### src/rtl/tron_pkg.sv
// Shared types and constants for the N-player Tron collision arbiter.
package tron_pkg;

    typedef enum logic [2:0] {
        StIdle,
        StClear,
        StRead,
        StCapture,
        StCheck,
        StWrite,
        StResult
    } state_e;

    localparam logic [1:0] RES_RUN  = 2'b00;
    localparam logic [1:0] RES_WIN  = 2'b01;
    localparam logic [1:0] RES_DRAW = 2'b11;

    localparam int unsigned EMPTY_CELL = 0;

endpackage

### src/rtl/tron_headon_cmp.sv
// Pairwise position equality among live players; flags every player sharing a cell.
module tron_headon_cmp #(
    parameter int unsigned NUM_PLAYERS = 4,
    parameter int unsigned COORD_W     = 7
) (
    input  logic [NUM_PLAYERS*COORD_W-1:0] pos_x,
    input  logic [NUM_PLAYERS*COORD_W-1:0] pos_y,
    input  logic [NUM_PLAYERS-1:0]         alive,
    output logic [NUM_PLAYERS-1:0]         headon
);

    always_comb begin
        headon = '0;
        for (int p = 0; p < NUM_PLAYERS; p++) begin
            for (int q = 0; q < NUM_PLAYERS; q++) begin
                if (p != q && alive[p] && alive[q] &&
                    pos_x[p*COORD_W +: COORD_W] == pos_x[q*COORD_W +: COORD_W] &&
                    pos_y[p*COORD_W +: COORD_W] == pos_y[q*COORD_W +: COORD_W]) begin
                    headon[p] = 1'b1;
                end
            end
        end
    end

endmodule

### src/rtl/tron_arbiter.sv
// Per-tick collision decider for N light cycles sharing one single-port arena map RAM.
module tron_arbiter
    import tron_pkg::*;
#(
    parameter int unsigned NUM_PLAYERS = 4,
    parameter int unsigned COORD_W     = 7,
    parameter int unsigned CELL_W      = 4
) (
    input  logic                           clk,
    input  logic                           reset,
    input  logic                           game_start,
    input  logic                           tick,
    input  logic [NUM_PLAYERS*COORD_W-1:0] loc_x,
    input  logic [NUM_PLAYERS*COORD_W-1:0] loc_y,
    output logic [2*COORD_W-1:0]           map_addr,
    output logic                           map_we,
    output logic [CELL_W-1:0]              map_wdata,
    input  logic [CELL_W-1:0]              map_rdata,
    output logic [NUM_PLAYERS-1:0]         alive,
    output logic [1:0]                     result,
    output logic [2:0]                     winner,
    output logic                           busy,
    output logic                           step_done,
    output logic                           tick_overrun
);

    localparam int unsigned AW = 2 * COORD_W;
    localparam int unsigned PW = (NUM_PLAYERS > 1) ? $clog2(NUM_PLAYERS) : 1;

    state_e                         state_q, state_d;
    logic [AW-1:0]                  cnt_q, cnt_d;
    logic [NUM_PLAYERS*COORD_W-1:0] snap_x_q, snap_y_q;
    logic [NUM_PLAYERS-1:0]         alive_q, hit_q, headon, crash;
    logic [1:0]                     result_q;
    logic [2:0]                     winner_q, win_idx;
    logic                           running_q, step_done_q, overrun_q;
    logic                           rd_valid_q;
    logic [PW-1:0]                  rd_idx_q, pidx;
    logic [COORD_W-1:0]             cur_x, cur_y;
    logic [3:0]                     n_alive;
    logic                           accept_tick;

    assign pidx        = cnt_q[PW-1:0];
    assign cur_x       = snap_x_q[pidx*COORD_W +: COORD_W];
    assign cur_y       = snap_y_q[pidx*COORD_W +: COORD_W];
    assign accept_tick = tick && running_q && (state_q == StIdle);

    tron_headon_cmp #(
        .NUM_PLAYERS(NUM_PLAYERS),
        .COORD_W    (COORD_W)
    ) u_headon (
        .pos_x (snap_x_q),
        .pos_y (snap_y_q),
        .alive (alive_q),
        .headon(headon)
    );

    assign crash = alive_q & (hit_q | headon);

    always_comb begin
        n_alive = '0;
        win_idx = '0;
        for (int p = 0; p < NUM_PLAYERS; p++) begin
            if (alive_q[p]) begin
                n_alive = n_alive + 4'd1;
                win_idx = 3'(p);
            end
        end
    end

    always_comb begin
        state_d   = state_q;
        cnt_d     = cnt_q;
        map_addr  = '0;
        map_we    = 1'b0;
        map_wdata = '0;
        case (state_q)
            StIdle: begin
                if (accept_tick) begin
                    state_d = StRead;
                    cnt_d   = '0;
                end
            end
            StClear: begin
                map_addr = cnt_q;
                map_we   = 1'b1;
                if (cnt_q == '1) state_d = StIdle;
                else             cnt_d   = cnt_q + 1'b1;
            end
            StRead: begin
                map_addr = {cur_y, cur_x};
                if (cnt_q == AW'(NUM_PLAYERS - 1)) state_d = StCapture;
                else                               cnt_d   = cnt_q + 1'b1;
            end
            StCapture: state_d = StCheck;
            StCheck: begin
                state_d = StWrite;
                cnt_d   = '0;
            end
            StWrite: begin
                map_addr  = {cur_y, cur_x};
                map_we    = alive_q[pidx];
                map_wdata = CELL_W'(pidx) + CELL_W'(1);
                if (cnt_q == AW'(NUM_PLAYERS - 1)) state_d = StResult;
                else                               cnt_d   = cnt_q + 1'b1;
            end
            StResult: state_d = StIdle;
            default:  state_d = StIdle;
        endcase
        if (game_start) begin
            state_d = StClear;
            cnt_d   = '0;
        end
    end

    always_ff @(posedge clk or posedge reset) begin
        if (reset) begin
            state_q     <= StIdle;
            cnt_q       <= '0;
            snap_x_q    <= '0;
            snap_y_q    <= '0;
            alive_q     <= '0;
            hit_q       <= '0;
            result_q    <= RES_RUN;
            winner_q    <= '0;
            running_q   <= 1'b0;
            step_done_q <= 1'b0;
            overrun_q   <= 1'b0;
            rd_valid_q  <= 1'b0;
            rd_idx_q    <= '0;
        end else begin
            state_q     <= state_d;
            cnt_q       <= cnt_d;
            step_done_q <= 1'b0;
            // Read data lags the address by one cycle; remember which player it belongs to.
            rd_valid_q  <= (state_q == StRead);
            rd_idx_q    <= pidx;
            if (rd_valid_q) hit_q[rd_idx_q] <= (map_rdata != CELL_W'(EMPTY_CELL));
            if (tick && !game_start && !accept_tick) overrun_q <= 1'b1;
            if (game_start) begin
                running_q <= 1'b0;
            end else begin
                case (state_q)
                    StIdle: begin
                        if (accept_tick) begin
                            snap_x_q <= loc_x;
                            snap_y_q <= loc_y;
                        end
                    end
                    StClear: begin
                        if (cnt_q == '1) begin
                            alive_q   <= '1;
                            result_q  <= RES_RUN;
                            winner_q  <= '0;
                            overrun_q <= 1'b0;
                            running_q <= 1'b1;
                        end
                    end
                    StCheck: alive_q <= alive_q & ~crash;
                    StResult: begin
                        step_done_q <= 1'b1;
                        if (n_alive == 4'd0) begin
                            result_q  <= RES_DRAW;
                            winner_q  <= '0;
                            running_q <= 1'b0;
                        end else if (n_alive == 4'd1) begin
                            result_q  <= RES_WIN;
                            winner_q  <= win_idx;
                            running_q <= 1'b0;
                        end
                    end
                    default: ;
                endcase
            end
        end
    end

    assign alive        = alive_q;
    assign result       = result_q;
    assign winner       = winner_q;
    assign busy         = (state_q != StIdle);
    assign step_done    = step_done_q;
    assign tick_overrun = overrun_q;

endmodule

### config.mk
export PLATFORM = sky130hd
export DESIGN_NAME = tron_arbiter
export DESIGN_NICKNAME = d
export VERILOG_FILES = /design/src/rtl/tron_pkg.sv /design/src/rtl/tron_headon_cmp.sv /design/src/rtl/tron_arbiter.sv
export SDC_FILE = /design/constraint.sdc
export NUM_CORES = 1
export LEC_CHECK = 0
export ABC_AREA = 1
export BUFFER_PORTS_ARGS = -buffer_cell sky130_fd_sc_hd__buf_2
export CORE_MARGIN = 2
export CORE_UTILIZATION = 52
export DETAILED_ROUTE_END_ITERATION = 8
export PLACE_DENSITY = 0.83
export SETUP_SLACK_MARGIN = 0.5
export SLEW_MARGIN = 20
export SYNTH_ARGS = -nofsm -noshare
export SYNTH_HDL_FRONTEND = slang
export SYNTH_SLANG_ARGS = --single-unit
### constraint.sdc
create_clock -name clk -period 2.9 [get_ports clk]
set_clock_uncertainty 0.1 [all_clocks]
set_input_delay 0.29 -clock clk [delete_from_list [all_inputs] [get_ports clk]]
set_output_delay 0.29 -clock clk [all_outputs]
set_load 0.01 [all_outputs]
==> Yosys cells after proc, flatten, opt, wreduce, memory -nomap -nowiden <==
Index checks and enable logic that the tools add are counted.
{ "op_classes": {"n_reduce_logical": 52, "n_eq_ne": 42, "n_addsub": 5, "n_lt_le_gt_ge": 3, "mul": 1, "n_mux": 58, "n_bitwise": 5, "shift": 2} }
{ "op_table": {"columns": ["op", "n"], "rows": [
  ["7-bit == test", 24],
  ["14-bit 2-to-1 mux", 4],
  ["14-bit case mux with 4 select lines", 1],
  ["28-bit by 6-bit variable part select with 7-bit output", 2],
  ["1-bit logical AND", 35],
  ["3-bit 2-to-1 mux", 10],
  ["14-bit case mux with 2 select lines", 1],
  ["1-bit 2-to-1 mux", 26],
  ["3-bit != test (second input constant)", 7],
  ["3-bit case mux with 6 select lines", 1],
  ["4-bit 2-to-1 mux", 4],
  ["14-bit by 1-bit adder with 14-bit output (second input constant)", 1],
  ["14-bit == test (second input constant)", 1],
  ["14-bit by 2-bit == test with 1-bit output (second input constant)", 1],
  ["4-bit by 1-bit adder with 4-bit output (second input constant)", 3],
  ["4-bit AND reduction", 3],
  ["3-bit == test (second input constant)", 3],
  ["3-bit AND reduction", 3],
  ["4-bit AND", 2],
  ["4-bit case mux with 2 select lines", 1],
  ["3-bit by 2-bit == test with 1-bit output (second input constant)", 2],
  ["2-bit by 3-bit less-than comparator with 1-bit output (second input constant)", 2],
  ["2-bit 2-to-1 mux", 3],
  ["3-bit case mux with 2 select lines", 1],
  ["other kinds (23)", 27]
]} }
{ "word_totals": {"out_inout_bits": 31, "reg_bits": 92, "elab_cells": 181, "input_bits": 64} }

==> Longest topological paths before layout <==
Gate-level depths: netlist of the first run.
{ "logic_depth": {"depth_word": 12, "ltp_mapped": 13, "mapped_depth_nobuf": 13} }

==> Hierarchy <==
From an unflattened synthesis of the first run, not the netlist that was laid out.
{ "unflattened": {"cells_unflattened": 959, "hier_area_um2": 6490.0} }
{ "by_module_without_submodules": {"columns": ["mod", "area_each_um2", "n_inst", "cells_each", "seq_area_each_um2"], "rows": [
  ["tron_arbiter", 4998.5, 1, 577, 2277.2],
  ["tron_headon_cmp", 1491.4, 1, 382, 0.0]
]} }

==> Worst setup path after synthesis of the first run <==
Ideal clock, no wire load.
{ "synth_path": {"kind": "register to register", "from": "register alive_q[0], in the netlist alive[0]", "to": "register winner_q[1], in the netlist winner[1]", "period_less_slack_ps": 1903, "setup_ps": 123, "t_required_ps": 2677, "path_buffers": 0, "t_arrival_ps": 1679, "stages_incl_launch_ff": 13, "setup_slack_ps": 997, "path_cell_list": "dfrtp_1 -> inv_1 -> ha_1 -> inv_1 -> nand2_1 -> nand2_1 -> nor2_1 -> a21oi_1 -> nand3_1 -> nand2_1 -> nand2_2 -> nand2_1 -> o21ai_1"} }
{ "synth_via": {"elab_chain_cells": 10, "word_cells_on_any_way": 13, "cone_classes": "3 x add/sub; 2 x eq/ne; 6 x mux; 2 x reduce/logical"} }
{ "synth_rtl": {"columns": ["element", "line_no", "rtl"], "rows": [
  ["start, declared", "tron_arbiter.sv:33", "logic [NUM_PLAYERS-1:0] alive_q, hit_q, headon, crash;"],
  ["start signal, assigned", "tron_arbiter.sv:159", "StCheck: alive_q <= alive_q & ~crash;"],
  ["1-bit 2-to-1 mux *", "tron_arbiter.sv:64", "if (alive_q[p]) begin"],
  ["4-bit by 1-bit adder with 4-bit output", "tron_arbiter.sv:65", "n_alive = n_alive + 4'd1;"],
  ["4-bit 2-to-1 mux *", "tron_arbiter.sv:64", null],
  ["4-bit by 1-bit adder with 4-bit output", "tron_arbiter.sv:65", null],
  ["4-bit 2-to-1 mux *", "tron_arbiter.sv:64", null],
  ["4-bit by 1-bit adder with 4-bit output", "tron_arbiter.sv:65", null],
  ["4-bit 2-to-1 mux *", "tron_arbiter.sv:64", null],
  ["4-bit by 1-bit == test with 1-bit output or 4-bit zero test (tied branches)", "tron_arbiter.sv:166, tron_arbiter.sv:162", null],
  ["3-bit != test (no source line) or 3-bit 2-to-1 mux (tied branches)", null, null],
  ["4-bit AND reduction (no source line) or 3-bit case mux with 2 select lines (tied branches)", null, null],
  ["end signal, assigned", "tron_arbiter.sv:168", "winner_q <= win_idx;"],
  ["end, declared", "tron_arbiter.sv:35", "logic [2:0] winner_q, win_idx;"]
]} }
Mark *: on every way between the ends. The rest lies on a longest branch, timed or not.
A chain may end at the register's enable or synchronous reset.

==> Worst setup path in the final report of the first run <==
{ "layout_path": {"from": "register state_q[1]", "to": "output map_addr[1]"} }
{ "layout_via": {"elab_chain_cells": 3, "word_cells_on_any_way": 5, "cone_classes": "3 x eq/ne; 1 x mux; 1 x reduce/logical"} }
{ "layout_rtl": {"columns": ["element", "line_no", "rtl"], "rows": [
  ["start, declared", "tron_arbiter.sv:30", "state_e state_q, state_d;"],
  ["start signal, assigned", "tron_arbiter.sv:118", "state_q <= StIdle;"],
  ["start signal, assigned", "tron_arbiter.sv:132", "state_q <= state_d;"],
  ["3-bit by 2-bit == test with 1-bit output or 3-bit == test (tied branches)", "tron_arbiter.sv:77", "case (state_q)"],
  ["2-bit OR reduction (no source line)", null, null],
  ["14-bit case mux with 2 select lines *", "tron_arbiter.sv:77", null],
  ["end, declared", "tron_arbiter.sv:15", "output logic [2*COORD_W-1:0] map_addr,"]
]} }
Marks and branches as above.

==> results.sh, run 1 <==
export IMPL_fill_cells=1101
export IMPL_ys_seq_area_frac=0.369
export IMPL_finalCriticalPeriod_ns=2.31
export IMPL_ir_worst_vdd_uv=484
export IMPL_grt_pass1_vias=6318
export IMPL_final_antenna_net_count=0
export IMPL_p_leak_nw=3.84
export IMPL_cts_tree="yes"
export IMPL_syn2layout_area_growth_pct=16.4
export IMPL_critPathArrivalTime_ns=1.92
export IMPL_numCtsBuffers=9
export IMPL_grt_max_degree=48
export IMPL_synth_edf_count=0
export IMPL_avgSynthCellArea_um2=6.30
export IMPL_die_x_um=113
export IMPL_drv_slew=0
export IMPL_drt_first_iter_violations=776
export IMPL_first_pass_iters=7
export IMPL_clockBufferDepth=2
export IMPL_syn_area_um2=6180
export IMPL_synth_area_leader_cell="dfrtp_1"
export IMPL_cp_end_kind="output pin"
export IMPL_synth_distinct_cells=35
export IMPL_min_path_type="in -> reg"
export IMPL_drive_gt1_frac=0.137
export IMPL_yosys_top_cells_count="nand2_1, nor2_1, inv_1"
export IMPL_synthCells=981
export IMPL_htreeDepth=3
export IMPL_antenna_found_initial=0
export IMPL_io_pins=95
export IMPL_final_area_um2=7190
export IMPL_violations="DRC"
export IMPL_clk_latency_ns=0.36
export IMPL_slew_headroom=0.601
export IMPL_grt_setup_unrepaired="no"
export IMPL_powerDensity_nw_per_um2=1050
export IMPL_cts_root_buf="clkbuf_16"
export IMPL_setup_viol=0
export IMPL_place_area_um2=6780
export IMPL_track_usage=0.322
export IMPL_fin_setup_tns_ns=0
export IMPL_yosys_warnings=0
export IMPL_antenna_cells=0
export IMPL_core_um2=11500
export IMPL_gp_congestion=1.06
export IMPL_cp_start_kind="flip-flop"
export IMPL_gr_total_overflow=0
export IMPL_clock_fmax_mhz=433
export IMPL_tightest_slew_ns=0.597
export IMPL_drc_errors=5
export IMPL_async_flop_share=1.00
export IMPL_via_count=6724
export IMPL_synth_most_common_cell="nand2_1"
export IMPL_critPathMaxFanout=5
export IMPL_synth_seq_cells=91
export IMPL_status="complete, but fails checks"
export IMPL_grt_pass1_wl_um=31900
export IMPL_dp_hpwl_um=15100
export IMPL_synth_top_area_frac=0.369
export IMPL_die_y_um=113
export IMPL_final_hold_viol_count=0
export IMPL_drt_total_wl_um=19700
export IMPL_finalCritPeriodShare=0.796
export IMPL_crit_required_ns=2.51
export IMPL_path_class="reg -> out"
export IMPL_final_nets=1144
export IMPL_yosys_top_cells_area="dfrtp_1, nand2_1, nor2_1"
export IMPL_maxCapViolCount=0
export IMPL_io_buffers=92
export IMPL_rows=39
export IMPL_vias_per_cell=5.52
export IMPL_cts_sinks=91
export IMPL_whs_path_depth=3
export IMPL_clk_pin_slew_worst_paths_ns=0.06
export IMPL_initial_core_util=0.536
export IMPL_synth_flop_cell="dfrtp_1"
export IMPL_die_area_um2=12800
export IMPL_wl_per_cell_um=16.2
export IMPL_r2r_worst_path_cells=12
==> flip-flops by register name, indices dropped and copies added, names as in the netlist, 2 cells and up <==
signal	flops
cnt_q	14
result	2
state_q	3
alive	4
snap_y_q	28
snap_x_q	28
hit_q	4
rd_idx_q	2
winner	2
==> layout make-up <==
class | instances | area (um2) | area share
clock buffers | 10 | 229 | 0.0318
flip-flops and latches | 91 | 2280 | 0.317
clock inverters | 3 | 90.1 | 0.0125
multi-input cells | 751 | 3350 | 0.466
inverters | 107 | 415 | 0.0578
repair buffers | 112 | 639 | 0.0889
well taps | 143 | 179 | 0.0249
repair inverters | 1 | 7.51 | 0.00104
==> placed cells by master (no fill, tap or decap), drive strengths merged <==
cell type and count:
or2 2, o21ai 84, dlygate4sd3 1, a31oi 1
xor2 4, xnor2 6, buf 111, nand2 339
clkinvlp 4, a21oi 94, bufinv 3, clkbuf 10
o21bai 1, o31ai 1, nor4 1, conb 2
nand4 14, inv 103, nor3b 2, ha 7
nor2 138, clkinv 1, nor3 6, o211ai 3
o21a 1, dfrtp 91, a32o 1, nand3 44
==> per-layer routing <==
layer | global-route usage | routed length [um]
met1 | 0.440 | 8520
met2 | 0.496 | 8750
met3 | 0.0884 | 1850
met4 | 0.111 | 595
met5 | 0 | 0
==> worst max-delay path, stage by stage, from the launching register on <==
cell and delay (ns):
dfrtp_2 0.46, inv_4 0.10, nand2_1 0.10, nor2_4 0.20, clkinvlp_4 0.12, buf_4 0.14, o21ai_0 0.26, buf_2 0.19
==> where the power goes <==
group | switching (mW) | internal [mW] | total (mW)
logic | 2.55 | 1.28 | 3.84
registers | 0.667 | 1.73 | 2.40
clock network | 0.486 | 0.828 | 1.31
total | 3.71 | 3.84 | 7.55
==> worst paths after layout <==
kind / from / to / slack, ns
max in group asynchronous: reset / alive[0] / 1.60
min in group asynchronous: reset / cnt_q[8] / 0.45
worst min-delay path: loc_y[8] / snap_y_q[8] / 0.08
worst min register to register: result[0] / result[0] / 0.39
worst max register to register: alive[1] / winner[1] / 0.68
worst max-delay path: state_q[1] / map_addr[1] / 0.59
==> kinds of logic (layout without fill, tap and decap cells) <==
group | count (synthesis) | in the layout | share of synthesized area
AOI/OAI and AO/OA | 186 | 186 | 0.155
other | 1 | 2 | 0.000607
xor gates and xnor gates | 10 | 10 | 0.0142
buffers and inverters | 140 | 233 | 0.0914
DFF | 91 | 91 | 0.369
adders and majority gates | 7 | 7 | 0.0142
and+or+nand+nor | 546 | 546 | 0.356
==> what timing repair did <==
| item | 4_1_cts | 5_1_grt |
|---|---|---|
| setup buffers | 5 | 3 |
| pin swaps | 0 | 1 |
| hold buffers | 1 | 0 |
| endpoints found under the setup margin | 6 | 16 |
| resized for setup | 2 | 8 |
| endpoints found under the hold margin | 19 | 0 |
| cloned | 0 | 1 |
==> per-stage QoR <==
step | power, mW | hold WS (ns) | setup slack, ns | instances | util
2_1_floorplan | 4.78 | 0.273 | 0.997 | 982 | -
3_3_place_gp | 5.87 | 0.268 | 0.812 | 1195 | 0.588
3_5_place_dp | 5.94 | 0.278 | 0.695 | 1195 | 0.588
4_1_cts | 7.36 | 0.0735 | 0.529 | 1214 | 0.621
5_1_grt | 8.11 | 0.0876 | 0.503 | 1218 | 0.624
6_report | 7.55 | 0.0793 | 0.593 | 1218 | 0.624
Note: power is estimated with default switching activity, not from simulation.
==> inputs of run 2 (changes only) <==
--- a/config.mk
+++ b/config.mk
@@ -5,10 +5,10 @@
 export SDC_FILE = /design/constraint.sdc
 export NUM_CORES = 1
 export LEC_CHECK = 0
-export ABC_AREA = 1
+export ABC_AREA = 0
 export BUFFER_PORTS_ARGS = -buffer_cell sky130_fd_sc_hd__buf_2
 export CORE_MARGIN = 2
-export CORE_UTILIZATION = 52
+export CORE_UTILIZATION = 54
 export DETAILED_ROUTE_END_ITERATION = 8
 export PLACE_DENSITY = 0.83
 export SETUP_SLACK_MARGIN = 0.5
==> constraint.sdc (replaced) <==
create_clock -name clk -period 2.26 [get_ports clk]
set_clock_uncertainty 0.1 [all_clocks]
set_input_delay 0.226 -clock clk [delete_from_list [all_inputs] [get_ports clk]]
set_output_delay 0.226 -clock clk [all_outputs]
set_load 0.01 [all_outputs]
==> run 2 against run 1 <==
Compared with the run above: utilization is 14 points higher; the flow now finishes without violations; routed wire length is 1.3% lower; hold slack worse by 0.061 ns; synthesized cell count is 46% lower; die area is 8.9% lower; worst setup slack worse by 0.58 ns; synthesized area is 5.7% lower; flip-flop and latch count stayed put.
==> results.sh, run 2 <==
export IMPL_grt_max_degree=92
export IMPL_clock_fmax_mhz=445
export IMPL_cp_end_kind="output pin"
export IMPL_grt_setup_unrepaired="yes"
export IMPL_setup_viol=0
export IMPL_numCtsBuffers=9
export IMPL_path_cells="buf_12 > buf_16 > buf_6 > mux4_2 > a22o_1 > buf_2"
export IMPL_drv_slew=0
export IMPL_antenna_found_initial=0
export IMPL_p_leak_nw=4.33
export IMPL_powerDensity_nw_per_um2=458
export IMPL_cts_sinks=91
export IMPL_tightest_slew_ns=0.507
export IMPL_syn_area_um2=5820
export IMPL_status="finished clean"
export IMPL_min_path_type="in -> reg"
export IMPL_drc_errors=0
export IMPL_cts_root_buf="clkbuf_8"
export IMPL_async_flop_share=1.00
export IMPL_place_area_um2=6560
export IMPL_whs_path_depth=2
export IMPL_cp_start_kind="flip-flop"
export IMPL_synth_flop_cell="dfrtp_1"
export IMPL_cp_slowest_stage_delay_ns=0.46
export IMPL_gr_total_overflow=0
export IMPL_cts_tree="yes"
export IMPL_final_cell_mix="buf_2, xor2_1, dfrtp_1"
export IMPL_yosys_top_cells_area="dfrtp_1, xor2_1, mux2_2"
export IMPL_synth_area_leader_cell="dfrtp_1"
export IMPL_die_area_um2=11600
export IMPL_synth_distinct_cells=61
export IMPL_fill_cells=655
export IMPL_drt_total_wl_um=19500
export IMPL_finalCritPeriodShare=0.994
export IMPL_synth_edf_count=0
export IMPL_r2r_worst_path_cells=8
export IMPL_synth_seq_cells=91
export IMPL_critPathTopFamily="buffers and inverters"
export IMPL_avgSynthCellArea_um2=11.1
export IMPL_grt_pass1_vias=5056
export IMPL_path_class="reg -> out"
export IMPL_wl_per_cell_um=22.8
export IMPL_reg_largest_list="snap_x_q: 28 flops, snap_y_q: 28 flops, cnt_q: 14 flops"
export IMPL_maxCapViolCount=0
export IMPL_track_usage=0.295
export IMPL_synth_top_area_frac=0.391
export IMPL_rows=37
export IMPL_synth_most_common_cell="dfrtp_1"
export IMPL_syn2layout_area_growth_pct=37.0
export IMPL_core_um2=10400
export IMPL_initial_core_util=0.559
export IMPL_clk_latency_ns=0.36
export IMPL_final_antenna_net_count=0
export IMPL_yosys_top_cells_count="dfrtp_1, xor2_1, mux2_2"
export IMPL_synthCells=526
export IMPL_drive_gt1_frac=0.429
export IMPL_crit_required_ns=1.93
export IMPL_clockBufferDepth=2
export IMPL_first_pass_iters=7
export IMPL_via_count=5330
export IMPL_final_hold_viol_count=0
export IMPL_ys_seq_area_frac=0.391
export IMPL_yosys_warnings=0
export IMPL_dp_hpwl_um=11300
export IMPL_final_common_cell="buf_2"
export IMPL_clk_pin_slew_worst_paths_ns=0.09
export IMPL_die_y_um=108
export IMPL_critPathMaxFanout=4
export IMPL_cp_depth=6
export IMPL_gp_congestion=0.951
export IMPL_io_buffers=92
export IMPL_fin_setup_tns_ns=0
export IMPL_critPathBufInv=4
export IMPL_r2r_setup_slack_ns=0.08
export IMPL_die_x_um=108
export IMPL_htreeDepth=3
export IMPL_vias_per_cell=6.23
export IMPL_ir_worst_vdd_uv=332
export IMPL_crit_slowest_cell="dfrtp_2"
export IMPL_critPathArrivalTime_ns=1.92
export IMPL_final_nets=785
export IMPL_slew_headroom=0.662
export IMPL_final_area_um2=7970
export IMPL_io_pins=95
export IMPL_finalCriticalPeriod_ns=2.25
export IMPL_grt_pass1_wl_um=26200
export IMPL_drt_first_iter_violations=441
==> run 2: cell types whose count changed after synthesis, moves of 56 or more <==
cell / previous run / this run
a21oi_1: 93 / 9
mux2_2: 0 / 56
inv_1: 101 / 15
nor2_1: 134 / 21
xor2_1: 4 / 85
nand2_1: 337 / 27
==> run 2: metal layers <==
| metal | share of wire | global-route usage | up-vias | wire, um |
|---|---|---|---|---|
| met4 | 0.051 | 0.120 | 0 | 996 |
| met1 | 0.37 | 0.377 | 2620 | 7180 |
| met3 | 0.072 | 0.0527 | 78 | 1410 |
| met5 | 0 | 0 | - | 0 |
| li1 | - | - | 2320 | - |
| met2 | 0.51 | 0.496 | 312 | 9870 |
==> run 2: logic make-up (layout without fill, tap and decap cells) <==
kind of cell / Yosys count / in the layout / synth area share
compound gates: 87 / 87 / 0.122
xor+xnor: 85 / 85 / 0.128
fa+ha+maj: 7 / 7 / 0.0150
buf+inv: 46 / 236 / 0.0413
flops: 91 / 91 / 0.391
mux: 73 / 73 / 0.170
other cells: 1 / 3 / 0.000644
simple gates: 136 / 137 / 0.132
==> run 2: area by class of cell <==
type	count	area (um2)	area share
Multi-Input combinational cell	391	3590	0.451
Sequential cell	91	2290	0.287
Timing Repair Buffer	206	1690	0.212
Tap cell	136	170	0.0213
Clock buffer	12	145	0.0182
Inverter	15	62.6	0.00785
Clock inverter	3	15.0	0.00188
Antenna cell	1	2.50	0.000314
==> run 2: where the power goes <==
part | total (mW) | internal, mW | switching, mW
combinational | 0.931 | 0.487 | 0.444
clock | 0.991 | 0.420 | 0.571
sequential | 1.73 | 1.66 | 0.0622
total | 3.65 | 2.57 | 1.08
==> run 2: what timing repair did <==
item | 4_1_cts | 5_1_grt
pin swaps | 14 | 16
hold endpoints to repair | 134 | 4
cloned | 3 | 9
buffers inserted | 13 | 17
gates resized for setup | 29 | 45
hold buffers | 44 | 4
endpoints found under the setup margin | 85 | 102
==> run 2: final timing paths <==
path                            from            to
max                         cnt_q[0]   map_addr[8]
min                        loc_x[24]  snap_x_q[24]
max reg2reg                 cnt_q[1]      cnt_q[5]
min reg2reg                result[0]     result[0]
max in group asynchronous      reset      cnt_q[0]
min in group asynchronous      reset      alive[3]
==> run 2: stage by stage <==
stage	cells	util	hold WS, ns	worst slack, ns	power [mW]
floorplan	527	-	0.277	0.271	2.12
global placement	749	0.630	0.296	0.128	2.31
detailed placement	749	0.630	0.317	0.0492	2.32
CTS	824	0.715	0.00107	0.0585	3.46
global route	854	0.765	0.00285	-0.0522	3.78
finish	855	0.766	0.0182	0.0132	3.65
